==> config.mk <==
export PLATFORM = sky130hd
export DESIGN_NAME = instrmem_loader
export DESIGN_NICKNAME = d
export VERILOG_FILES = /design/src/rtl/instrmem_loader_pkg.sv /design/src/rtl/instrmem_loader_byte_packer.sv /design/src/rtl/instrmem_loader.sv
export SDC_FILE = /design/constraint.sdc
export NUM_CORES = 1
export LEC_CHECK = 0
export BUFFER_PORTS_ARGS = -buffer_cell sky130_fd_sc_hd__buf_4
export CORE_MARGIN = 1.5
export CORE_UTILIZATION = 38
export DETAILED_ROUTE_END_ITERATION = 10
export GPL_ROUTABILITY_DRIVEN = 0
export SLEW_MARGIN = 10
export SYNTH_ARGS = -nofsm -noshare
export SYNTH_HDL_FRONTEND = slang
export SYNTH_SLANG_ARGS = --single-unit
==> constraint.sdc <==
create_clock -name i_clock -period 3.3 [get_ports i_clock]
set_input_delay 0 -clock i_clock [delete_from_list [all_inputs] [get_ports i_clock]]
set_output_delay 0 -clock i_clock [all_outputs]
set_load 0.05 [all_outputs]
==> src/rtl/instrmem_loader_pkg.sv <==
// Shared types and constants for the instruction-memory loader.
package instrmem_loader_pkg;

  typedef enum logic [2:0] {
    ST_IDLE,
    ST_LEN_LO,
    ST_LEN_HI,
    ST_COLLECT,
    ST_WR_LO,
    ST_WR_HI,
    ST_CHECK,
    ST_DONE
  } state_t;

  localparam logic [3:0] WE_LO     = 4'b0011;
  localparam logic [3:0] WE_HI     = 4'b1100;
  localparam int         LEN_BYTES = 2;

endpackage

==> src/rtl/instrmem_loader_byte_packer.sv <==
// byte_packer: assembles four consecutive bytes into one little-endian word
// (first byte lands in bits 7:0) and pulses o_word_valid once the word is complete.
module byte_packer #(
  parameter int NB_BYTE = 8
) (
  input  logic                   i_clock,
  input  logic                   i_reset,
  input  logic                   i_clear,
  input  logic                   i_valid,
  input  logic [NB_BYTE-1:0]     i_byte,
  output logic                   o_last,
  output logic [4*NB_BYTE-1:0]   o_word,
  output logic                   o_word_valid
);

  logic [1:0] r_cnt;
  logic       r_word_valid;

  assign o_last       = i_valid && (r_cnt == 2'd3);
  assign o_word_valid = r_word_valid;

  always_ff @(posedge i_clock or negedge i_reset) begin
    if (!i_reset) begin
      r_cnt        <= '0;
      r_word_valid <= 1'b0;
    end else begin
      r_word_valid <= o_last;
      if (i_clear) begin
        r_cnt <= '0;
      end else if (i_valid) begin
        r_cnt <= r_cnt + 2'd1;
      end
    end
  end

  // One lane register per byte position; the counter selects which lane loads.
  for (genvar gi = 0; gi < 4; gi++) begin : g_lane
    logic [NB_BYTE-1:0] r_lane;

    always_ff @(posedge i_clock or negedge i_reset) begin
      if (!i_reset) begin
        r_lane <= '0;
      end else if (i_valid && (r_cnt == 2'(gi))) begin
        r_lane <= i_byte;
      end
    end

    assign o_word[gi*NB_BYTE +: NB_BYTE] = r_lane;
  end

endmodule

==> src/rtl/instrmem_loader.sv <==
// instrmem_loader: receives a length-prefixed byte stream and writes it as halfwords
// into the instruction-memory debug port. Optional trailing XOR checksum: INSTRMEM_LOADER_CHECKSUM_EN.
module instrmem_loader
  import instrmem_loader_pkg::*;
#(
  parameter int N_ADDR      = 2048,
  parameter int NB_BYTE     = 8,
  parameter int NB_DBG_ADDR = 16
) (
  input  logic                   i_clock,
  input  logic                   i_reset,
  input  logic                   i_start,
  input  logic [NB_BYTE-1:0]     i_byte,
  input  logic                   i_byte_valid,
  output logic                   o_byte_ready,
  output logic [NB_DBG_ADDR-1:0] o_debug_instrmem_addr,
  output logic [15:0]            o_debug_instrmem_data,
  output logic [3:0]             o_debug_instrmem_we,
  output logic                   o_debug_instrmem_re,
  output logic                   o_busy,
  output logic                   o_done,
  output logic                   o_error,
  output logic [NB_DBG_ADDR-1:0] o_words
);

`ifdef INSTRMEM_LOADER_CHECKSUM_EN
  localparam state_t LP_ST_END = ST_CHECK;
`else
  localparam state_t LP_ST_END = ST_DONE;
`endif

  state_t                   r_state;
  state_t                   w_state_next;
  logic [LEN_BYTES*8-1:0]   r_len;
  logic [LEN_BYTES*8-1:0]   w_len_full;
  logic [NB_DBG_ADDR-1:0]   r_words;
  logic [NB_DBG_ADDR-1:0]   w_words_inc;
  logic [NB_BYTE-1:0]       r_csum;
  logic                     r_error;
  logic                     w_hs;
  logic                     w_start_ok;
  logic                     w_len_zero;
  logic                     w_len_over;
  logic                     w_more;
  logic                     w_pack_valid;
  logic                     w_pack_last;
  logic                     w_word_valid;
  logic [4*NB_BYTE-1:0]     w_word;

  assign o_byte_ready = r_state inside {ST_LEN_LO, ST_LEN_HI, ST_COLLECT, ST_CHECK};
  assign w_hs         = i_byte_valid && o_byte_ready;
  assign w_start_ok   = i_start && ((r_state == ST_IDLE) || (r_state == ST_DONE));
  assign w_pack_valid = w_hs && (r_state == ST_COLLECT);

  assign w_len_full  = {i_byte[7:0], r_len[7:0]};
  assign w_len_zero  = (w_len_full == '0);
  assign w_len_over  = 32'(w_len_full) > 32'(N_ADDR);
  assign w_words_inc = r_words + NB_DBG_ADDR'(1);
  assign w_more      = 32'(w_words_inc) < 32'(r_len);

  assign o_busy                = !((r_state == ST_IDLE) || (r_state == ST_DONE));
  assign o_done                = (r_state == ST_DONE);
  assign o_error               = r_error;
  assign o_words               = r_words;
  assign o_debug_instrmem_addr = r_words;
  assign o_debug_instrmem_re   = 1'b0;

  byte_packer #(
    .NB_BYTE (NB_BYTE)
  ) u_packer (
    .i_clock      (i_clock),
    .i_reset      (i_reset),
    .i_clear      (w_start_ok),
    .i_valid      (w_pack_valid),
    .i_byte       (i_byte),
    .o_last       (w_pack_last),
    .o_word       (w_word),
    .o_word_valid (w_word_valid)
  );

  always_ff @(posedge i_clock or negedge i_reset) begin
    if (!i_reset) begin
      r_state <= ST_IDLE;
      r_len   <= '0;
      r_words <= '0;
      r_csum  <= '0;
      r_error <= 1'b0;
    end else begin
      r_state <= w_state_next;
      if (w_start_ok) begin
        r_len   <= '0;
        r_words <= '0;
        r_csum  <= '0;
        r_error <= 1'b0;
      end
      if ((r_state == ST_LEN_LO) && w_hs) begin
        r_len[7:0] <= i_byte[7:0];
      end
      // An oversized length aborts before any write, so the address stays below N_ADDR.
      if ((r_state == ST_LEN_HI) && w_hs) begin
        r_len <= w_len_full;
        if (w_len_over) begin
          r_error <= 1'b1;
        end
      end
      if (w_pack_valid) begin
        r_csum <= r_csum ^ i_byte;
      end
      if (r_state == ST_WR_HI) begin
        r_words <= w_words_inc;
      end
`ifdef INSTRMEM_LOADER_CHECKSUM_EN
      if ((r_state == ST_CHECK) && w_hs) begin
        r_error <= (i_byte != r_csum);
      end
`endif
    end
  end

  always_comb begin
    w_state_next          = r_state;
    o_debug_instrmem_we   = 4'b0000;
    o_debug_instrmem_data = 16'h0000;
    case (r_state)
      ST_IDLE, ST_DONE: begin
        if (w_start_ok) w_state_next = ST_LEN_LO;
      end
      ST_LEN_LO: begin
        if (w_hs) w_state_next = ST_LEN_HI;
      end
      ST_LEN_HI: begin
        if (w_hs) begin
          if (w_len_zero)      w_state_next = LP_ST_END;
          else if (w_len_over) w_state_next = ST_DONE;
          else                 w_state_next = ST_COLLECT;
        end
      end
      ST_COLLECT: begin
        if (w_pack_last) w_state_next = ST_WR_LO;
      end
      ST_WR_LO: begin
        o_debug_instrmem_we   = w_word_valid ? WE_LO : 4'b0000;
        o_debug_instrmem_data = w_word[15:0];
        w_state_next          = ST_WR_HI;
      end
      ST_WR_HI: begin
        o_debug_instrmem_we   = WE_HI;
        o_debug_instrmem_data = w_word[31:16];
        w_state_next          = w_more ? ST_COLLECT : LP_ST_END;
      end
      ST_CHECK: begin
        if (w_hs) w_state_next = ST_DONE;
      end
      default: w_state_next = ST_IDLE;
    endcase
  end

endmodule

==> results of run 1 <==
## kinds of logic after synthesis
logic type | Yosys count
AO/OA/AOI/OAI | 88
XOR/XNOR | 16
adder cells (fa/ha/maj) | 24
buffers and inverters | 67
flip-flops | 71
multiplexers | 35
other | 1
AND/OR/NAND/NOR | 89
## worst reg2reg max path: stages, from the launching register on
cell	delay [ns]
dfrtp_1	0.52
nand4_1	0.23
nor4_4	0.49
nand3_1	0.19
xnor2_1	0.18
ha_1	0.30
nand4_1	0.14
or3_1	0.40
nor4_1	0.19
o31ai_1	0.13
a31oi_1	0.16
## per-stage QoR
stage / cells / hold WS (ns) / area [sq um] / power, mW
after global placement: 563 / 0.201 / 4590 / 3.12
after floorplan: 391 / -0.296 / 4120 / 2.74
after global routing: 588 / 0.0991 / 4890 / 4.18
after CTS: 588 / 0.0514 / 4890 / 3.93
final: 588 / 0.0619 / 4890 / 3.90
after detailed placement: 563 / 0.196 / 4590 / 3.17
## path summary, 6_finish.rpt
kind / slack, ns / depth (start not counted) / to
worst max-delay path: 0.29 / 10 / r_state[2]
worst min-delay path: 0.06 / 4 / r_state[2]
worst max register to register: 0.29 / 10 / r_state[2]
worst min register to register: 0.50 / 2 / o_error
max in group asynchronous: 2.37 / 2 / r_len[10]
min in group asynchronous: 0.33 / 2 / o_debug_instrmem_addr[11]
## area by class of cell
type	count	area, sq um	share of cell area [%]
multi-input combinational	253	1990	40.7
clock buffer	10	138	2.81
sequential	71	1780	36.3
timing repair buffer	80	623	12.7
clock inverter	6	72.6	1.48
tap	136	170	3.48
inverter	32	120	2.46
## per-layer routing
| metal | GRT usage [%] | vias to the layer above | share of wire, % |
|---|---|---|---|
| met5 | 0 | - | 0 |
| met4 | 4.57 | 0 | 0.89 |
| met3 | 4.62 | 6 | 3.9 |
| met2 | 28.9 | 62 | 48 |
| met1 | 22.6 | 1514 | 48 |
| li1 | - | 1483 | - |
## Yosys cell counts (4+ instances only)
cell type	n
dfrtp_1	71
buf_4	22
a31oi_1	5
clkbuf_1	4
nor2_1	7
nand3_1	19
nand2_2	4
inv_1	31
o31ai_1	10
ha_1	24
xnor2_1	12
a22o_1	24
nand4_1	7
nor3_1	4
and3_1	4
mux2_2	33
a21oi_1	9
o21ai_0	23
nand2_1	24
## power by group
part           total (mW)  switching (mW)  internal [mW]
clock               0.741           0.360          0.381
combinational        1.74            1.04          0.697
sequential           1.42           0.232           1.19
## flip-flops by register name, indices dropped and copies added, names as in the netlist
| signal | flops |
|---|---|
| o_debug_instrmem_addr | 16 |
| u_packer.o_word_valid | 1 |
| o_error | 1 |
| r_len | 16 |
| r_state | 3 |
| u_packer.g_lane.r_lane | 32 |
| u_packer.r_cnt | 2 |
==> results.toml, run 1 <==
[worst_setup_path]
cp-end-kind = "register"
crit_chain = "nand4_1 > nor4_4 > nand3_1 > xnor2_1 > ha_1 > nand4_1 > or3_1 > nor4_1 > o31ai_1 > a31oi_1"
cpMostUsedCell = "nand4_1"
startpoint_type = "register"
path_delay_family = "simple AND/OR/NAND/NOR gates"
slowest_stage = "dfrtp_1"
critPathKind = "register to register"
setup.worst_path.start = "o_debug_instrmem_addr[2]"
critPathMaxStageDelay_ns = 0.52
worstPathArrival_ns = 3.28
r2r-start = "o_debug_instrmem_addr[2]"
cp_max_fo = 11
required_ns = 3.57
cp_num_buf_inv = 0

[min_path]
hold_path_class = "primary input to register"
hold_start = "i_start"

[route]
vias = 3065
dr.pass1.iters = 4
drc_errors = 0
first_iter_violations = 103
drt_wl_total_um = 9510
viasPerCell = 5.21
wl_per_cell_um = 16.2
ant_nets = 0

[die]
initial_core_util_pct = 39.6
std_cell_rows = 37
ios = 69
dieArea_sq_um = 11500
die-width_um = 107
die_y_um = 107
core_area_sq_um = 10400

[cts]
clk_pin_slew_ns = 0.09
ctsLongestPathBuffers = 2
htreeDepth = 3
hold_buffers = 9
post_cts_resize_count = 0
postCtsSetupRepairBufs = 0
cts_root_buffer = "clkbuf_8"
cts_sinks = 71
tritoncts = "yes"
numCtsBuffers = 9
clk_latency_ns = 0.35

[layout]
antenna-diode-count = 0
fillerInstances = 960
nNetsFinal = 483
layout-drive-gt1-share_pct = 30.8
syn_to_final_growth_pct = 18.6
fin_util_pct = 46.9
final_cell_mix = "buf_4, dfrtp_1, mux2_2"

[placed_design]
dp_hpwl_um = 6550
io_buffers = 67
dp_slack_ns = 0.308

[yosys]
synth_fa_ha_area_share_pct = 7.28
synth_area_sq_um = 4120
synth.area.top_cells = "dfrtp_1, mux2_2, ha_1, a22o_1, buf_4"
synth_area_per_cell_sq_um = 10.5
synth_top_cell_by_area = "dfrtp_1"
yosysWarningCount = 0
yosysTopAreaCellShare_pct = 43.1
seq_area_frac_synth_pct = 43.1
synth_top_family_by_area = "compound AO/OA/AOI/OAI gates"
synth_compound_area_share_pct = 15.5
synthCells = 391
synthMuxAreaShare_pct = 9.50
synth_nets = 427
synth_xor_area_share_pct = 3.58
synth_ff_type = "dfrtp_1"
ys_seq_elements = 71
synth_cell_types = 56
synth_edf_count = 0
synth-simple-area-share_pct = 12.3
ys_async_sr_fraction_pct = 100

[global_routing]
grt_pass1_wl_um = 15600
grt_use_total_pct = 17.5
grt_pass1_vias = 3127
overflow = 0
antenna_found_initial = 0
grt_max_degree = 72

[power_and_ir_drop]
power_density_nw_per_um2 = 798
leakage_nw = 2.36
vdd_drop_max_v = 0.000441

[status]
status = "completed"

[sta]
fin_crit_sh_pct = 91.2
max_freq_mhz = 332
hold_viol = 0
finalSetupTns_ns = 0
worst_pin_slew_ns = 0.920
setup_viol = 0
rsz0062_at_grt = "false"
fin_ws_ns = 0.292
finalMaxSlewViolations = 0
maxSlewHeadroom_pct = 38.7
fin_crit_ns = 3.01
fin_skew_ns = 0.0113

[flow_run]
max_cap_viol_count = 0
No activity file was read; power rests on OpenSTA's default activity.
==> inputs of run 2 (changes only) <==
--- a/config.mk
+++ b/config.mk
@@ -10,6 +10,8 @@
 export CORE_UTILIZATION = 38
 export DETAILED_ROUTE_END_ITERATION = 10
 export GPL_ROUTABILITY_DRIVEN = 0
+export PLACE_DENSITY_LB_ADDON = 0.08
+export SETUP_SLACK_MARGIN = 0.2
 export SLEW_MARGIN = 10
 export SYNTH_ARGS = -nofsm -noshare
 export SYNTH_HDL_FRONTEND = slang
==> results.toml, run 2 (same netlist as run 1, synthesis figures left out) <==
[sta]
hold_viol = 0
fin_crit_ns = 2.89
fin_crit_sh_pct = 87.5
maxSlewHeadroom_pct = 38.4
setup_viol = 0
worst_pin_slew_ns = 0.924
fin_skew_ns = 0.00904
rsz0062_at_grt = "false"
finalMaxSlewViolations = 0
max_freq_mhz = 347
finalSetupTns_ns = 0

[global_routing]
grt_pass1_vias = 3148
antenna_found_initial = 0
grt_use_total_pct = 18.7
grt_max_degree = 72
overflow = 0
grt_pass1_wl_um = 16500

[layout]
antenna-diode-count = 0
largest_reg_flops = 32
top_register = "u_packer.g_lane.r_lane"
finalNonFillerCells = 591
layout-drive-gt1-share_pct = 32.5
final_common_cell = "buf_4"
syn_to_final_growth_pct = 20.1
final_cell_mix = "buf_4, dfrtp_1, mux2_2"
nNetsFinal = 486

[cts]
tritoncts = "yes"
clk_pin_slew_ns = 0.08
htreeDepth = 3
cts_root_buffer = "clkbuf_8"
numCtsBuffers = 9
ctsLongestPathBuffers = 2
cts_sinks = 71
clk_latency_ns = 0.35

[worst_setup_path]
worstPathArrival_ns = 3.11
cp-end-kind = "register"
startpoint_type = "register"
critPathKind = "register to register"
required_ns = 3.52
cp_max_fo = 11

[power_and_ir_drop]
clkPwrFrac_pct = 20.3
power_density_nw_per_um2 = 800
switching_share_pct = 41.0
p_seq_share_pct = 36.3
switchingPower_mw = 1.62
leakage_nw = 2.39
power.internal_mw = 2.33
pwr-share-comb_pct = 43.3
vdd_drop_max_v = 0.000319

[route]
first_iter_violations = 102
ant_nets = 0
drc_errors = 0
drt_wl_total_um = 9820
viasPerCell = 5.19
vias = 3069
wl_per_cell_um = 16.6
dr.pass1.iters = 4

[status]
status = "completed"

[die]
ios = 69
die-width_um = 107
initial_core_util_pct = 39.6
std_cell_rows = 37
die_y_um = 107
dieArea_sq_um = 11500
core_area_sq_um = 10400

[placed_design]
placed_cells = 562
dp_hpwl_um = 6810
io_buffers = 67

[flow_run]
max_cap_viol_count = 0

[min_path]
hold_path_class = "primary input to register"
run 2: changes by cell type in the layout (fill, tap and decap cells not counted), sizes merged:
cell / before / now
buf: 71 / 74
clkinvlp: 1 / 2
bufinv: 1 / 2
clkinv: 0 / 1
inv: 36 / 33
run 2: worst max-delay path, stage by stage, from the launching register on:
cell and delay (ns):
dfrtp_1 0.52, nand4_1 0.25, or3_4 0.43, nor2_4 0.13, xor2_2 0.20, ha_1 0.28
a21oi_1 0.12, o21ai_0 0.10, a221o_1 0.36, o31ai_1 0.26, a31oi_1 0.12
run 2: power by group through the flow:
stage,combinational (mW),sequential (mW),clock [mW]
finish,1.72,1.44,0.804
floorplan,1.24,1.49,0
global placement,1.71,1.44,0
detailed placement,1.72,1.45,0
CTS,1.74,1.43,0.833
global route,1.91,1.49,0.871
run 2: timing repair:
item | CTS | global route
setup endpoints to repair | 0 | 1
buffers inserted | 0 | 4
hold endpoints to repair | 117 | 0
resized for setup | 0 | 7
hold buffers | 9 | 0
run 2: stage by stage:
step	worst slack (ns)	power, mW	util, %	hold slack (ns)	instance area, sq um
5_1_grt	0.198	4.27	47.5	0.123	4950
6_report	0.414	3.96	47.5	0.0922	4950
2_1_floorplan	0.214	2.74	-	-0.296	4120
3_5_place_dp	0.278	3.17	44.0	0.205	4580
4_1_cts	0.262	4.00	47.1	0.0816	4900
3_3_place_gp	0.409	3.14	44.0	0.207	4580
run 2: per-layer routing:
layer	global-route usage [%]	up-vias	part of all wire [%]
met5	0	-	0
met4	7.43	0	1.8
met3	3.28	12	3.6
met2	29.6	64	47
met1	25.2	1494	48
li1	-	1499	-
run 2: worst paths after layout:
path,to,depth (start not counted),slack (ns),from
setup / recovery,r_state[2],10,0.41,o_debug_instrmem_addr[2]
hold / removal,r_state[2],4,0.09,i_start
setup reg to reg,r_state[2],10,0.41,o_debug_instrmem_addr[2]
hold reg to reg,o_error,2,0.51,o_error
max in group asynchronous,o_debug_instrmem_addr[1],2,2.31,i_reset
min in group asynchronous,o_debug_instrmem_addr[8],2,0.33,i_reset
run 2: final cells by class:
cell class,count,area (sq um)
repair buffers,83,646
inverters,32,120
multi-input cells,253,2000
well taps,136,170
fillers,990,5470
clock inverters,6,92.6
clock buffers,10,138
flip-flops and latches,71,1780
